`config.mk`:
```
export PLATFORM = sky130hd
export DESIGN_NAME = matrix_scan_capture
export DESIGN_NICKNAME = d
export VERILOG_FILES = /design/src/rtl/matrix_scan_capture.sv
export SDC_FILE = /design/constraint.sdc
export NUM_CORES = 1
export LEC_CHECK = 0
export ABC_CLOCK_PERIOD_IN_PS = 5100
export CAP_MARGIN = 20
export CORE_UTILIZATION = 35
export DETAILED_ROUTE_END_ITERATION = 10
export HOLD_SLACK_MARGIN = 0.03
export MAX_ROUTING_LAYER = met4
export SLEW_MARGIN = 15
export SYNTH_ARGS = -nofsm -noshare
export SYNTH_HDL_FRONTEND = slang
export SYNTH_SLANG_ARGS = --single-unit
```
`constraint.sdc`:
```
create_clock -name clk -period 5.1 [get_ports clk]
set_input_delay 0.765 -clock clk [delete_from_list [all_inputs] [get_ports clk]]
set_output_delay 0.765 -clock clk [all_outputs]
set_load 0.02 [all_outputs]
```
`src/rtl/matrix_scan_capture.sv`:
```
// matrix_scan_capture: rebuilds frames scanned out on the row/col display bus
// and commits each complete frame to a registered random-read display store.
module matrix_scan_capture #(
    parameter int X     = 16,
    parameter int Y     = 16,
    parameter int LOG2X = 4,
    parameter int LOG2Y = 4
) (
    input  logic             clk,
    input  logic             reset,
    input  logic [Y-1:0]     row,
    input  logic [X-1:0]     col,
    input  logic             err_clr,
    input  logic [LOG2Y-1:0] rd_addr,
    output logic [X-1:0]     rd_data,
    output logic             frame_done,
    output logic             frame_valid,
    output logic [7:0]       frame_cnt,
    output logic             scan_err
);

    if ((1 << LOG2X) < X || (1 << LOG2Y) < Y) begin : g_bad_log2
        $error("matrix_scan_capture: LOG2X/LOG2Y too small for X/Y");
    end

    logic [X-1:0] shadow_q [Y];
    logic [X-1:0] shadow_d [Y];
    logic [X-1:0] disp_q   [Y];
    logic [X-1:0] disp_d   [Y];
    logic [Y-1:0] seen_q, seen_d;
    logic [X-1:0] rd_data_q, rd_data_d;
    logic         frame_done_q, frame_done_d;
    logic         frame_valid_q, frame_valid_d;
    logic [7:0]   frame_cnt_q, frame_cnt_d;
    logic         scan_err_q, scan_err_d;

    logic row_any, row_multi, capture, commit;

    always_comb begin
        row_any   = |row;
        row_multi = (row & (row - Y'(1))) != '0;
        capture   = row_any && !row_multi;
        // the row being written this cycle counts towards completion
        commit    = capture && (&(seen_q | row));

        shadow_d = shadow_q;
        disp_d   = disp_q;
        seen_d   = seen_q;

        if (capture) begin
            for (int unsigned r = 0; r < Y; r++) begin
                if (row[r]) shadow_d[r] = col;
            end
            seen_d = commit ? '0 : (seen_q | row);
        end
        if (commit) disp_d = shadow_d;

        frame_done_d  = commit;
        frame_valid_d = frame_valid_q | commit;
        frame_cnt_d   = frame_cnt_q + 8'(commit);

        if (row_multi)    scan_err_d = 1'b1;
        else if (err_clr) scan_err_d = 1'b0;
        else              scan_err_d = scan_err_q;

        rd_data_d = '0;
        if (int'(rd_addr) < Y) rd_data_d = disp_q[rd_addr];
    end

    always_ff @(posedge clk or negedge reset) begin
        if (!reset) begin
            shadow_q      <= '{default: '0};
            disp_q        <= '{default: '0};
            seen_q        <= '0;
            rd_data_q     <= '0;
            frame_done_q  <= 1'b0;
            frame_valid_q <= 1'b0;
            frame_cnt_q   <= '0;
            scan_err_q    <= 1'b0;
        end else begin
            shadow_q      <= shadow_d;
            disp_q        <= disp_d;
            seen_q        <= seen_d;
            rd_data_q     <= rd_data_d;
            frame_done_q  <= frame_done_d;
            frame_valid_q <= frame_valid_d;
            frame_cnt_q   <= frame_cnt_d;
            scan_err_q    <= scan_err_d;
        end
    end

    assign rd_data     = rd_data_q;
    assign frame_done  = frame_done_q;
    assign frame_valid = frame_valid_q;
    assign frame_cnt   = frame_cnt_q;
    assign scan_err    = scan_err_q;

endmodule

```
Word-level counts from Yosys, hierarchy flattened. Cells that the tools add are included.

Bits in registers: 555. Input port bits: 39. Word-level logic and storage cells: 75.

Add/subtract/negate cells: 2. Magnitude comparators: 1. Multiplexer cells: 23. Bitwise gates (word level): 4. Reductions and logical operators: 7.

Operator list (number): $mux 16 (19); $mux 256 (1); $bmux 16 s4 (1); $and 16x16->16 (1); $or 16x16->16 (1); $reduce_and 16->1 (1); $reduce_bool 16->1 (1); $reduce_or 16->1 (1); $sub 16x1->16 const B (1); $add 8x1->8 (1); $ge 5x5->1 const B (1); $not 4->5 (1); $logic_and 1x1->1 (2); $mux 1 (2); $reduce_bool 2->1 (1); $logic_not 1->1 (1); $or 1x1->1 (1).

Logic depth before layout (Yosys ltp).
Depth after elaboration: 7. Depth in mapped cells: 12. Gate-level depth less buffers: 10.

Worst setup path after synthesis. Ideal clock, no wire load.

Path type: input-to-reg. Start point: input port row[0]. End point: register frame_cnt_q[6] (netlist: frame_cnt[6]). Setup time: 129 ps. Arrival time: 3681 ps. Slack: 1289 ps. Stages on the path: 12. Path buffers: 2. Cell sequence: or4_1 -> buf_2 -> nor3_1 -> o211ai_1 -> or3_1 -> nor3_1 -> buf_2 -> ha_1 -> ha_1 -> and3_1 -> nand3_1 -> xnor2_1.

Longest elaborated chain between the ends: 7.

Ends and longest elaborated chain: from (decl) (line 11) `input logic [Y-1:0] row,`; $sub 16x1->16 (line 41) `row_multi = (row & (row - Y'(1))) != '0;`; $and 16x16->16 (line 41); $reduce_bool 16->1 (line 41); $logic_not 1->1 (line 42) `capture = row_any && !row_multi;`; $logic_and 1x1->1 (line 42); $logic_and 1x1->1 (*) (line 44) `commit = capture && (&(seen_q | row));`; via commit (line 37) `logic row_any, row_multi, capture, commit;`; $add 8x1->8 (*) (line 60) `frame_cnt_d = frame_cnt_q + 8'(commit);`; via frame_cnt_d[6] (line 34) `logic [7:0] frame_cnt_q, frame_cnt_d;`; to (signal assigned) (line 87) `frame_cnt_q <= frame_cnt_d;`; to (decl) (line 34).

The timed path passes the listed nets; every way through them passes the cells marked *. A chain may end at the register's enable or synchronous reset.

Final worst setup path.
Start point: input port row[10]. End point: register disp_q[140] (netlist bit).

Longest elaborated chain between the ends: 6.

Ends and longest elaborated chain: $sub 16x1->16 (line 41); $and 16x16->16 (line 41); $reduce_bool 16->1 (line 41); $logic_not 1->1 (line 42); $logic_and 1x1->1 (line 42); $mux 256 or $logic_and 1x1->1 (tied branches) (line 50, 44); to (signal assigned) (line 82) `disp_q <= disp_d;`; to (decl) (line 28) `logic [X-1:0] disp_q [Y];`.

Parallel ways exist; a longest one is shown, timed or not.

==> summary.txt <==
Outcome
  – Status: finished, final reports clean

Global route
  – Vias in the first global route: 15600
  – Total Routing Usage GR: 0.183
  – First-pass GRT wire length: between 100 and 150 mm
  – Largest net degree at the start of global routing: 114
  – Grt total ovfl: 0
  – Antenna violations before repair: 4

Worst setup path
  – R2r startpoint: seen_q[11]
  – Crit-path leading delay family: simple AND/OR/NAND/NOR gates
  – Levels on crit path: 8
  – Reg2Reg Setup Slack: around 2.3 ns
  – R2r endpoint: frame_cnt[6]
  – Slowest stage delay, CP: 0.67 ns
  – Worst R2R Path Depth: 10
  – Worst Path Required: 5.58 ns
  – Slowest-stage cell, CP: or4_1
  – CP Cell Sequence: clkdlybuf4s50_1 -> or4_1 -> nor3_1 -> o211ai_1 -> or3_1 -> or3_4 -> buf_12 -> mux2_4
  – Buf/Inv on CP: 2
  – Startpoint Class: input port
  – CP endpoint kind: register
  – Crit Path Category: input port to register
  – Peak fanout along the critical path: 73
  – Worst Path Arrival: 4.29 ns

Floorplan
  – Row count: 100
  – Full die area: 0.0768 mm²
  – Die Ht: roughly 280 µm
  – Initial Util: 0.355
  – Top-level I/O count: 66
  – Core ar.: approximately 0.075 mm²
  – DIE WIDTH: about 280 µm

Timing
  – Final Slew Violations: 0
  – RSZ-0062 raised after global routing: false
  – Final worst setup slack: between 1 and 1.5 ns
  – Setup Total Neg Slack: 0 ns
  – Worst clock skew: 0.0249 ns
  – Final Cycle Share: 0.746
  – Final-report setup violation count: 0
  – Maximum clock rate: 263 MHz
  – Fin crit period: around 3.8 ns
  – Least-Margin Pin Slew: 1.08 ns
  – Final hold slack: 0.217 ns
  – Fin. Hold Viols: 0
  – Rel. slew slack: 0.275

Yosys
  – Yosys reg bits: 555
  – Synth top area share: 0.524
  – Area of the mapped netlist: 0.0265 mm²
  – Synthesis warning total: 0
  – Post-Syn Nets: 1703
  – Sequential share of the synthesized area: 0.524
  – Netlist cell types: 40
  – Cell taking the most area after synthesis: dfrtp_1
  – Syn avg cell area: 15.9 µm²
  – Syn Inst Count: ~1700
  – Synth top area cells: dfrtp_1 (52%), mux2_2 (23%), mux2_4 (12%)

Placed design
  – Placer congestion estimate: 0.820
  – Port-buffer cells: 65
  – Dpl hpwl: 39.6 mm
  – Pre-CTS setup slack: 0.681 ns

Power
  – Int Pwr: 7250 µW
  – Sequential Power Share: 0.478
  – Comb pwr share: 0.065
  – Max VDD drop: 0.000212 V
  – Clock Power Share: 0.457
  – Net switching power: 2170 µW
  – Sw Share: 0.231
  – Pwr Density: roughly 310 mW/mm²
  – Pleak: 0.0151 µW

Run
  – Max-cap violations: 0

Clock tree
  – Setup bufs post-CTS: 0
  – Root Buffer: clkbuf_16
  – CTS Hold Bufs: 0
  – TritonCTS clock tree: built
  – CTS Buf Count: 59
  – Clock buffer depth: 3
  – Max H-tree Level: 2
  – Clock-pin slew on the worst setup and hold paths: 0.06 ns
  – Post-CTS Resized: 0
  – CTS Sinks: 555
  – Worst skew pair latency: 0.62 ns

Layout
  – Share of layout cells above drive strength 1: 0.569
  – Commonest non-fill, non-tap cell in the layout: dfrtp_1
  – Fillers: about 6700
  – Most frequent cells in the layout: dfrtp_1 (555), mux2_2 (539), mux2_4 (206)
  – FF/Latch Area: 0.0139 mm²
  – Area delta synth->final: 14.2%
  – Area of the multi-input gates: 0.0118 mm²
  – Final nets: 1753

Worst hold path
  – Hold Path Class: input port to async pin

Route
  – ANT nets after route: 0
  – Final WL: 66.9 mm
  – DRC violations left: 0
  – Routed wire per std cell: 24.5 µm
  – DR iter-0 viols: 758
  – Vias: 14200
  – DR pass1 iterations: 4
  – Vias per cell: 5.21
[power by group through the flow]
stage	clock network, µW	registers, µW	logic (µW)
final	4310	4500	612
after global routing	4610	4500	666
after CTS	4430	4500	622
after detailed placement	0	4580	619
after global placement	0	4570	607
after floorplan	0	4570	349
[metrics by stage]
step / std cells / power (µW) / utilization / area [µm²]
after floorplan: 1662 / 4920 / - / 26500
after global placement: 2614 / 5180 / 0.378 / 28200
after detailed placement: 2615 / 5200 / 0.378 / 28300
after CTS: 2721 / 9550 / 0.404 / 30200
after global routing: 2728 / 9780 / 0.405 / 30300
final: 2728 / 9420 / 0.405 / 30300
[state kept, by name (all words and copies together) (netlist names)]
name,count
frame_valid,1
shadow_q,256
frame_done,1
scan_err,1
seen_q,16
disp_q,256
rd_data,16
frame_cnt,8
[area by class of cell]
cell class              instances  share of cell area
inverters                      12             0.00149
multi-input cells             947               0.391
clock buffers                  91              0.0595
flip-flops and latches        555               0.459
diodes                          2            0.000165
well taps                     969              0.0401
repair buffers                137              0.0445
clock inverters                15             0.00471
[worst max-delay path by stage]
stage	to	from
final	disp_q[140]	row[10]
after global routing	frame_cnt[6]	row[10]
after CTS	frame_cnt[6]	row[10]
after detailed placement	frame_cnt[6]	row[10]
after global placement	frame_cnt[6]	row[10]
after floorplan	frame_cnt[6]	row[0]
[cells in the mapped netlist (all sizes together)]
cell,n
buf,49
clkbuf,99
or3,5
inv,12
mux2,768
and3,1
o21a,1
nor3,6
xor2,2
nor2,9
o211ai,1
ha,2
a22oi,1
and4,1
o22ai,9
a21oi,19
o41ai,1
nand2b,3
o31a,1
dfrtp,555
o21ai,3
nand2,14
a31oi,1
nand4,2
nor4,2
or4,3
nand3,3
mux4,80
nor2b,1
a211oi,1
xnor2,4
maj3,2
nor4b,1
[routing by layer]
layer / wire (µm) / global-route usage
met5: 0 / -
met3: 3130 / 0.0267
met2: 33400 / 0.301
met4: 1610 / 0.0521
met1: 28800 / 0.235
[cells by family after synthesis]
| logic type | after synthesis | share of synthesized area |
|---|---|---|
| adder cells (fa/ha/maj) | 4 | 0.00170 |
| AO/OA/AOI/OAI | 38 | 0.00831 |
| XOR/XNOR | 6 | 0.00198 |
| flip-flops | 555 | 0.524 |
| AND/OR/NAND/NOR | 51 | 0.0103 |
| buffers and inverters | 160 | 0.0302 |
| multiplexers | 848 | 0.423 |
No activity file was read; power rests on OpenSTA's default activity.
